### src/rtl/jtag_host.sv
// ---------------------------------------------------------------------------
// jtag_host
//
// Purpose:
//   Command-driven JTAG master. A command (TAP reset, IR scan, DR scan or a
//   run of idle TCKs) is accepted over a valid/ready handshake. The host then
//   produces the TCK/TMS/TDI waveform and, for scans, captures TDO. It returns
//   the captured bits over a second valid/ready handshake.
//
//   Every command assumes the TAP starts in Run-Test/Idle, and every command
//   leaves it there again. After reset, software issues a TAP_RESET first.
//
// Parameters:
//   CLK_DIV  TCK half-period in clk cycles (1..255); CLK_DIV=1 gives clk/2
//   MAX_LEN  maximum shift length per scan (longer requests are clamped)
//
// Configuration macro:
//   JTAG_HOST_TDO_FALL_EN  when defined, TDO is sampled on the clk edge where
//                          TCK falls at the end of each shift period. When
//                          undefined, TDO is sampled on the edge where TCK
//                          rises within the shift period.
//
// Ports:
//   clk        system clock, all logic on its rising edge
//   rst_n      asynchronous active-low reset
//   cmd_valid  command offered
//   cmd_ready  host can accept a command (IDLE with no pending result)
//   cmd_op     00 TAP_RESET, 01 IR_SCAN, 10 DR_SCAN, 11 IDLE_CYCLES
//   cmd_len    shift length for scans, TCK count for IDLE_CYCLES
//   cmd_data   TDI bits, shifted LSB first
//   rsp_valid  scan result pending
//   rsp_ready  result consumer ready
//   rsp_data   captured TDO bits, zero above the shift length
//   tck/tms/tdi JTAG drive signals
//   tdo        JTAG data from the target
//   busy       high while a TCK sequence is running
// ---------------------------------------------------------------------------
module jtag_host #(
  parameter int CLK_DIV = 2,
  parameter int MAX_LEN = 40
) (
  input  logic        clk,
  input  logic        rst_n,
  input  logic        cmd_valid,
  output logic        cmd_ready,
  input  logic [1:0]  cmd_op,
  input  logic [5:0]  cmd_len,
  input  logic [39:0] cmd_data,
  output logic        rsp_valid,
  input  logic        rsp_ready,
  output logic [39:0] rsp_data,
  output logic        tck,
  output logic        tms,
  output logic        tdi,
  input  logic        tdo,
  output logic        busy
);

  localparam logic [1:0] OP_TAP_RESET = 2'b00;
  localparam logic [1:0] OP_IR_SCAN   = 2'b01;
  localparam logic [1:0] OP_DR_SCAN   = 2'b10;
  localparam logic [1:0] OP_IDLE      = 2'b11;

  localparam logic [7:0] DIV_LAST = 8'(CLK_DIV - 1);
  localparam logic [5:0] MAX_L    = 6'(MAX_LEN);

`ifdef JTAG_HOST_TDO_FALL_EN
  localparam bit TDO_ON_FALL = 1'b1;
`else
  localparam bit TDO_ON_FALL = 1'b0;
`endif

  typedef enum logic [2:0] {
    IDLE,
    RST_SEQ,
    HDR,
    SHIFT,
    TRL,
    RSP
  } state_t;

  state_t      state;
  logic [7:0]  div_cnt;
  logic [5:0]  bit_cnt;
  logic [5:0]  seq_last;
  logic [5:0]  seq_ones;
  logic [5:0]  len_m1;
  logic        is_ir;
  logic [39:0] data_q;

  logic [5:0]  scan_len;
  logic [5:0]  next_cnt;
  logic        phase_end;
  logic        hdr_done;
  logic        accept;

  // Effective shift length: zero means one bit, and long requests are
  // clamped to what the data registers can hold.
  always_comb begin
    scan_len = cmd_len;
    if (cmd_len == 6'd0) begin
      scan_len = 6'd1;
    end else if (cmd_len > MAX_L) begin
      scan_len = MAX_L;
    end
  end

  assign next_cnt  = bit_cnt + 6'd1;
  assign phase_end = (div_cnt == DIV_LAST);
  // IR header is Select-DR, Select-IR, Capture-IR, Shift-IR (4 periods);
  // DR header skips Select-IR (3 periods).
  assign hdr_done  = is_ir ? (bit_cnt == 6'd3) : (bit_cnt == 6'd2);
  assign cmd_ready = (state == IDLE) && !rsp_valid;
  assign accept    = cmd_valid && cmd_ready;

  // Controller FSM and TCK generator.
  // Every TCK period is CLK_DIV clocks low, then CLK_DIV clocks high. TMS and
  // TDI for the next period are loaded at the edge that drops TCK. For the
  // first period, they are loaded at the acceptance edge instead. That way
  // the target always sees stable values at its rising TCK.
  // RST_SEQ runs both TMS-only sequences. The first seq_ones periods carry
  // TMS=1 and the rest carry TMS=0. So TAP_RESET is 5 ones then a zero, and
  // IDLE_CYCLES is all zeros.
  always_ff @(posedge clk or negedge rst_n) begin
    if (!rst_n) begin
      state     <= IDLE;
      div_cnt   <= '0;
      bit_cnt   <= '0;
      seq_last  <= '0;
      seq_ones  <= '0;
      len_m1    <= '0;
      is_ir     <= 1'b0;
      data_q    <= '0;
      tck       <= 1'b0;
      tms       <= 1'b1;
      tdi       <= 1'b0;
      busy      <= 1'b0;
      rsp_valid <= 1'b0;
      rsp_data  <= '0;
    end else begin
      case (state)
        IDLE: begin
          if (accept) begin
            data_q   <= cmd_data;
            rsp_data <= '0;
            div_cnt  <= '0;
            bit_cnt  <= '0;
            tck      <= 1'b0;
            tdi      <= 1'b0;
            case (cmd_op)
              OP_TAP_RESET: begin
                state    <= RST_SEQ;
                seq_last <= 6'd5;
                seq_ones <= 6'd5;
                tms      <= 1'b1;
                busy     <= 1'b1;
              end
              OP_IDLE: begin
                // A zero-length idle run completes at acceptance with no TCK.
                if (cmd_len != 6'd0) begin
                  state    <= RST_SEQ;
                  seq_last <= cmd_len - 6'd1;
                  seq_ones <= 6'd0;
                  tms      <= 1'b0;
                  busy     <= 1'b1;
                end
              end
              OP_IR_SCAN, OP_DR_SCAN: begin
                state  <= HDR;
                is_ir  <= (cmd_op == OP_IR_SCAN);
                len_m1 <= scan_len - 6'd1;
                tms    <= 1'b1;
                busy   <= 1'b1;
              end
              default: begin
                state <= IDLE;
              end
            endcase
          end
        end

        RST_SEQ, HDR, SHIFT, TRL: begin
          if (!phase_end) begin
            div_cnt <= div_cnt + 8'd1;
          end else begin
            div_cnt <= '0;
            if (!tck) begin
              // Rising TCK: the target shifts, and the host may sample TDO.
              tck <= 1'b1;
              if (!TDO_ON_FALL && state == SHIFT) begin
                rsp_data[bit_cnt] <= tdo;
              end
            end else begin
              // Falling TCK ends the period. Set up the next one or finish.
              tck <= 1'b0;
              if (TDO_ON_FALL && state == SHIFT) begin
                rsp_data[bit_cnt] <= tdo;
              end
              case (state)
                RST_SEQ: begin
                  if (bit_cnt == seq_last) begin
                    state   <= IDLE;
                    busy    <= 1'b0;
                    bit_cnt <= '0;
                  end else begin
                    bit_cnt <= next_cnt;
                    tms     <= (next_cnt < seq_ones);
                  end
                end
                HDR: begin
                  if (hdr_done) begin
                    state   <= SHIFT;
                    bit_cnt <= '0;
                    tms     <= (len_m1 == 6'd0);
                    tdi     <= data_q[0];
                  end else begin
                    bit_cnt <= next_cnt;
                    // Only the IR header has a second TMS=1 (Select-IR).
                    tms     <= is_ir && (bit_cnt == 6'd0);
                  end
                end
                SHIFT: begin
                  if (bit_cnt == len_m1) begin
                    state   <= TRL;
                    bit_cnt <= '0;
                    tms     <= 1'b1;
                    tdi     <= 1'b0;
                  end else begin
                    bit_cnt <= next_cnt;
                    tms     <= (next_cnt == len_m1);
                    tdi     <= data_q[next_cnt];
                  end
                end
                TRL: begin
                  if (bit_cnt == 6'd1) begin
                    state     <= RSP;
                    busy      <= 1'b0;
                    rsp_valid <= 1'b1;
                    bit_cnt   <= '0;
                  end else begin
                    bit_cnt <= 6'd1;
                    tms     <= 1'b0;
                  end
                end
                default: begin
                  state <= IDLE;
                end
              endcase
            end
          end
        end

        RSP: begin
          if (rsp_ready) begin
            rsp_valid <= 1'b0;
            state     <= IDLE;
          end
        end

        default: begin
          state <= IDLE;
        end
      endcase
    end
  end

endmodule

### config.mk
export PLATFORM = sky130hd
export DESIGN_NAME = jtag_host
export DESIGN_NICKNAME = d
export VERILOG_FILES = /design/src/rtl/jtag_host.sv
export SDC_FILE = /design/constraint.sdc
export NUM_CORES = 1
export LEC_CHECK = 0
export ABC_CLOCK_PERIOD_IN_PS = 2800
export CORE_MARGIN = 2
export CORE_UTILIZATION = 45
export DETAILED_ROUTE_END_ITERATION = 8
export PLACE_DENSITY = 0.8
export SYNTH_ARGS = -nofsm -noshare
export SYNTH_HDL_FRONTEND = slang
export SYNTH_SLANG_ARGS = --single-unit
### constraint.sdc
create_clock -name clk -period 2.8 [get_ports clk]
set_clock_uncertainty 0.15 [all_clocks]
set_input_delay 0.28 -clock clk [delete_from_list [all_inputs] [get_ports clk]]
set_output_delay 0.28 -clock clk [all_outputs]
set_load 0.005 [all_outputs]
---- Yosys cells after proc, flatten, opt, wreduce, memory -nomap -nowiden ----
Cells that the tools add are included.
operators by class
  $add $sub $neg .......................... 4
  magnitude comparators ................... 5
  equal/unequal tests ..................... 34
  mux-type cells .......................... 77
  reduce and logical (&&, ||, !) cells .... 29
operators with widths
  operator                                                              count
  40-bit two-way mux                                                    4
  40-bit case mux with 2 select lines                                   1
  6-bit two-way mux                                                     10
  40-bit bitwise mux                                                    1
  6-bit case mux with 2 select lines                                    3
  1-bit two-way mux                                                     30
  3-bit two-way mux                                                     9
  3-bit != test, second input constant                                  9
  6-bit case mux with 4 select lines                                    1
  6-bit == test                                                         3
  6-bit zero test                                                       3
  2-bit != test, second input constant                                  9
  1-bit case mux with 2 select lines                                    9
  3-bit case mux with 3 select lines                                    2
  8-bit two-way mux                                                     2
  8-bit case mux with 2 select lines                                    1
  8-bit AND reduction                                                   2
  6-bit by 7-bit < comparator with 1-bit output, second input constant  2
  6-bit by 2-bit == test with 1-bit output, second input constant       2
  3-bit case mux with 4 select lines                                    1
  6-bit AND reduction                                                   2
  6-bit by 1-bit subtractor with 6-bit output, second input constant    2
  5-bit AND reduction                                                   2
  9-bit AND reduction                                                   1
  28 further kinds                                                      38
word-level totals
  flip-flop bits (word level) ............. 121
  output and inout port bits .............. 46
  word-level logic and storage cells ...... 163

---- Depth between registers and ports, before layout ----
  depth in word-level cells ............... 9
  mapped depth ............................ 13
  gate-level depth less buffers ........... 10

---- Worst setup path before layout ----
OpenSTA, ideal clock, no wires.
  path kind ............................... register -> register
  start ................................... register bit_cnt[0]
  end ..................................... register tdi
  library setup time ...................... 119 ps
  arrival time ............................ 2782 ps
  required time ........................... 2531 ps
  setup slack ............................. -251 ps
  cell stages (with the launch flop) ...... 14
  period minus slack after synthesis ...... 3051 ps
  cell sequence ........................... dfrtp_1 buf_2 buf_2 buf_2 inv_1 buf_2 ha_1 clkbuf_1 mux4_2 mux2i_1 nor2_1 a21oi_1 a21oi_1 o21a_1
between the ends
  word-level cells in the longest chain between the ends .. 8
  elaborated cells on any way between the ends .. 14
RTL lines
  element                                    line  source
  from (decl)                                84    logic [5:0] bit_cnt;
  from (signal assigned)                     206   bit_cnt <= next_cnt;
  from (signal assigned)                     217   bit_cnt <= next_cnt;
  from (signal assigned)                     229   bit_cnt <= next_cnt;
  6-bit by 1-bit adder with 6-bit output     108   assign next_cnt = bit_cnt + 6'd1;
  1-bit binary-select mux with 6-bit select  231   tdi <= data_q[next_cnt];
  1-bit two-way mux (implied by the code)    231
  1-bit two-way mux                          223   if (bit_cnt == len_m1) begin
  1-bit case mux with 2 select lines         199   case (state)
  1-bit two-way mux                          187   if (!tck) begin
  1-bit two-way mux                          183   if (!phase_end) begin
  1-bit case mux with 2 select lines         141   case (state)
  to (signal assigned)                       215   tdi <= data_q[0];
  to (signal assigned)                       231
  to (decl)                                  54    output logic tdi,
Several ways; a longest one is shown, not always the timed one. The select of a mux whose other input is x is not followed.
A chain may end at the register's enable or synchronous reset.

---- Final worst setup path ----
Same ends and word-level chain as after synthesis.

==> results.sh <==
export IMPL_drc_errors=0
export IMPL_viasPerCell=5.48
export IMPL_fmax_mhz=390
export IMPL_hold_path_class="input pin to asynchronous set/reset pin"
export IMPL_dp_slack_ps=-33.6
export IMPL_grt_max_degree=43
export IMPL_holdBufCountCts=1
export IMPL_seq_area_frac_synth_pct=44.2
export IMPL_critPathMaxStageDelay_ps=560
export IMPL_setup_viol=0
export IMPL_synth_simple_area_share_pct=22.2
export IMPL_power_density_mw_per_mm2=1030
export IMPL_fin_crit_ps=2560
export IMPL_cts_root_buf="clkbuf_16"
export IMPL_fin_nets=911
export IMPL_ys_types=68
export IMPL_cp_start_kind="register"
export IMPL_total_power_mw=8.72
export IMPL_synth_top_area_share_pct=43.8
export IMPL_p_leak_nw=3.86
export IMPL_syn_nets=799
export IMPL_cts_setup_buffers=0
export IMPL_synth_cells=733
export IMPL_critPathRequiredTime_ps=2960
export IMPL_maxCapViolations=0
export IMPL_antenna_found_initial=0
export IMPL_synth_xor_area_share_pct=3.71
export IMPL_status="finished, final reports clean"
export IMPL_synth_compound_area_share_pct=18.5
export IMPL_switching_share_pct=40.2
export IMPL_synth_seq_cells=116
export IMPL_grt_pass1_vias=5511
export IMPL_cts_resized=0
export IMPL_drt_iter0_drc=499
export IMPL_async_flop_share_pct=100
export IMPL_die_area_mm2=0.0156
export IMPL_boundaryPins=99
export IMPL_drive_gt1_share_pct=11.6
export IMPL_rsz0062_at_grt="false"
export IMPL_clock_latency_ps=410
export IMPL_synth_top_family_by_area="simple AND/OR/NAND/NOR gates"
export IMPL_synth_adder_area_share_pct=2.48
export IMPL_fp_row_count=44
export IMPL_hold_violations=0
export IMPL_yosysWarningCount=0
export IMPL_ys_top_cells_by_area="dfrtp_1, nand2_1, a22o_1"
export IMPL_final_area_mm2=0.00845
export IMPL_clkPwrFrac_pct=23.1
export IMPL_synth_most_common_cell="nand2_1"
export IMPL_antenna_left=0
export IMPL_power_frac_seq_pct=29.0
export IMPL_die_width_um=125
export IMPL_path_max_fanout=8
export IMPL_crit_slowest_cell="ha_1"
export IMPL_grt_overflow=0
export IMPL_critPathKind="register to register"
export IMPL_finalCritPeriodShare_pct=91.6
export IMPL_power_frac_comb_pct=47.9
export IMPL_worst_pin_slew_ps=611
export IMPL_cts_buffers=17
export IMPL_start_util_pct=45.5
export IMPL_cts_sinks=116
export IMPL_dp_hpwl_mm=11.8
export IMPL_dieHeight_um=125
export IMPL_synth_edf_count=0
export IMPL_antenna_cells=0
export IMPL_design_core_area_mm2=0.0144
export IMPL_avgSynthCellArea_um2=8.96
export IMPL_p_switching_mw=3.51
export IMPL_groute_usage_overall_pct=21.8
export IMPL_drt_pre_antenna_iters=5
export IMPL_io_buffer_count=98
export IMPL_cts_clk_slew_worst_paths_ps=50
export IMPL_h_tree_depth=4
export IMPL_wirelength_mm=16.4
export IMPL_irDropWorstVdd_mv=0.649
export IMPL_synth_area_mm2=0.00657
export IMPL_syn_to_final_growth_pct=28.6
export IMPL_cts_buffer_depth=2
export IMPL_placed_cell_area_mm2=0.00790
export IMPL_critPathTopFamily="adder cells"
export IMPL_crit_path_end_kind="register"
export IMPL_grt_first_pass_wirelength_mm=27.5
export IMPL_cts_tree="yes"
export IMPL_routedWlPerCell_um=15.8
export IMPL_synth_mux_area_share_pct=5.14
export IMPL_cp_cell_sequence="inv_1 > ha_1 > buf_4 > mux4_2 > mux2i_1 > nor3_1 > a311oi_1 > a21oi_1 > o21a_1"
export IMPL_synth_flop_cell="dfrtp_1"
export IMPL_routabilityCongestion=0.954
export IMPL_slew_headroom_pct=58.9
export IMPL_fin_ws_ps=236
export IMPL_vias=5694
export IMPL_yosys_area_top_type="dfrtp_1"
export IMPL_intPower_mw=5.22
export IMPL_worstPathArrival_ps=2720
export IMPL_slew_violations=0
export IMPL_path_buf_inv=2
export IMPL_synthTopCellsByCount="nand2_1, dfrtp_1, o21ai_0"
## cells by family (layout without fill, tap and decap cells)
kind of cell / Yosys count / in the layout
AOI/OAI and AO/OA: 176 / 176
xor gates and xnor gates: 27 / 27
adders and majority gates: 13 / 13
buffers and inverters: 57 / 180
DFF: 116 / 116
muxes: 22 / 22
and+or+nand+nor: 322 / 322
## stage by stage
| step | std cells | utilization [%] | hold WS, ps | TNS (ps) |
|---|---|---|---|---|
| CTS | 1040 | 58.6 | 203 | 0 |
| global placement | 1009 | 54.8 | 90.0 | 0 |
| global route | 1040 | 58.6 | 242 | 0 |
| detailed placement | 1009 | 54.8 | 91.0 | -33.6 |
| floorplan | 733 | - | -166 | 0 |
| finish | 1040 | 58.6 | 206 | 0 |
## routing by layer
metal,routed length (µm),part of all wire [%],GRT usage (%),up-vias
li1,-,-,-,2769
met1,7310,45,28.8,2693
met2,7670,47,35.2,215
met3,1200,7.3,5.63,17
met4,240,1.5,7.25,0
met5,0,0,0,-
## worst paths after layout
kind                       slack [ps]  depth (start not counted)           end        start
hold reg to reg                   320                          2    data_q[22]   data_q[22]
setup reg to reg                  240                          9           tdi   bit_cnt[0]
setup / recovery                  240                          9           tdi   bit_cnt[0]
max in group asynchronous        1630                          3     len_m1[0]        rst_n
hold / removal                    210                          2  rsp_data[11]        rst_n
min in group clk                  240                          3     data_q[8]  cmd_data[8]
## registers in the layout, indices dropped and copies added (netlist names)
register	flops
data_q	40
rsp_data	40
div_cnt	8
bit_cnt	6
len_m1	6
seq_last	6
state	3
busy	1
is_ir	1
rsp_valid	1
seq_ones	1
tck	1
tdi	1
tms	1
## cell usage in the layout, fill, tap and decap left out, types with 4 or more instances in the layout
cell             synthesis  final
nand3_1                 10     10
clkbuf_16                0     17
buf_4                    0     37
nor2_1                  37     37
a31oi_1                  4      4
xor2_1                  19     19
o31ai_1                  4      4
xnor2_1                  7      7
mux4_2                   9      9
nor3_4                   4      4
clkdlybuf4s50_1          0     97
nand2b_1                 6      6
dfrtp_1                115    115
nor3_1                  12     12
nand2_1                211    211
inv_1                   13     13
o21a_1                   4      4
a21oi_1                 20     20
clkinv_2                 0      4
clkbuf_1                27      6
a22o_1                  43     43
mux2i_1                  9      9
and3_1                  11     11
ha_1                    13     13
a21o_1                   6      6
o21ai_0                 68     68
## power by group through the flow
| stage | sequential, mW | clock, mW | combinational, mW |
|---|---|---|---|
| 2_1_floorplan | 2.44 | 0 | 3.04 |
| 3_3_place_gp | 2.53 | 0 | 4.02 |
| 3_5_place_dp | 2.55 | 0 | 4.13 |
| 4_1_cts | 2.53 | 2.05 | 4.17 |
| 5_1_grt | 2.60 | 2.12 | 4.65 |
| 6_report | 2.53 | 2.02 | 4.18 |
## final cells by class
cell class	instances	area [µm²]
clock buffer	24	462
clock inverter	6	80.1
fill	1247	5970
inverter	13	48.8
multi-input combinational	560	3430
sequential	116	2900
tap	184	230
timing repair buffer	137	1300
No activity file was read; power rests on OpenSTA's default activity.
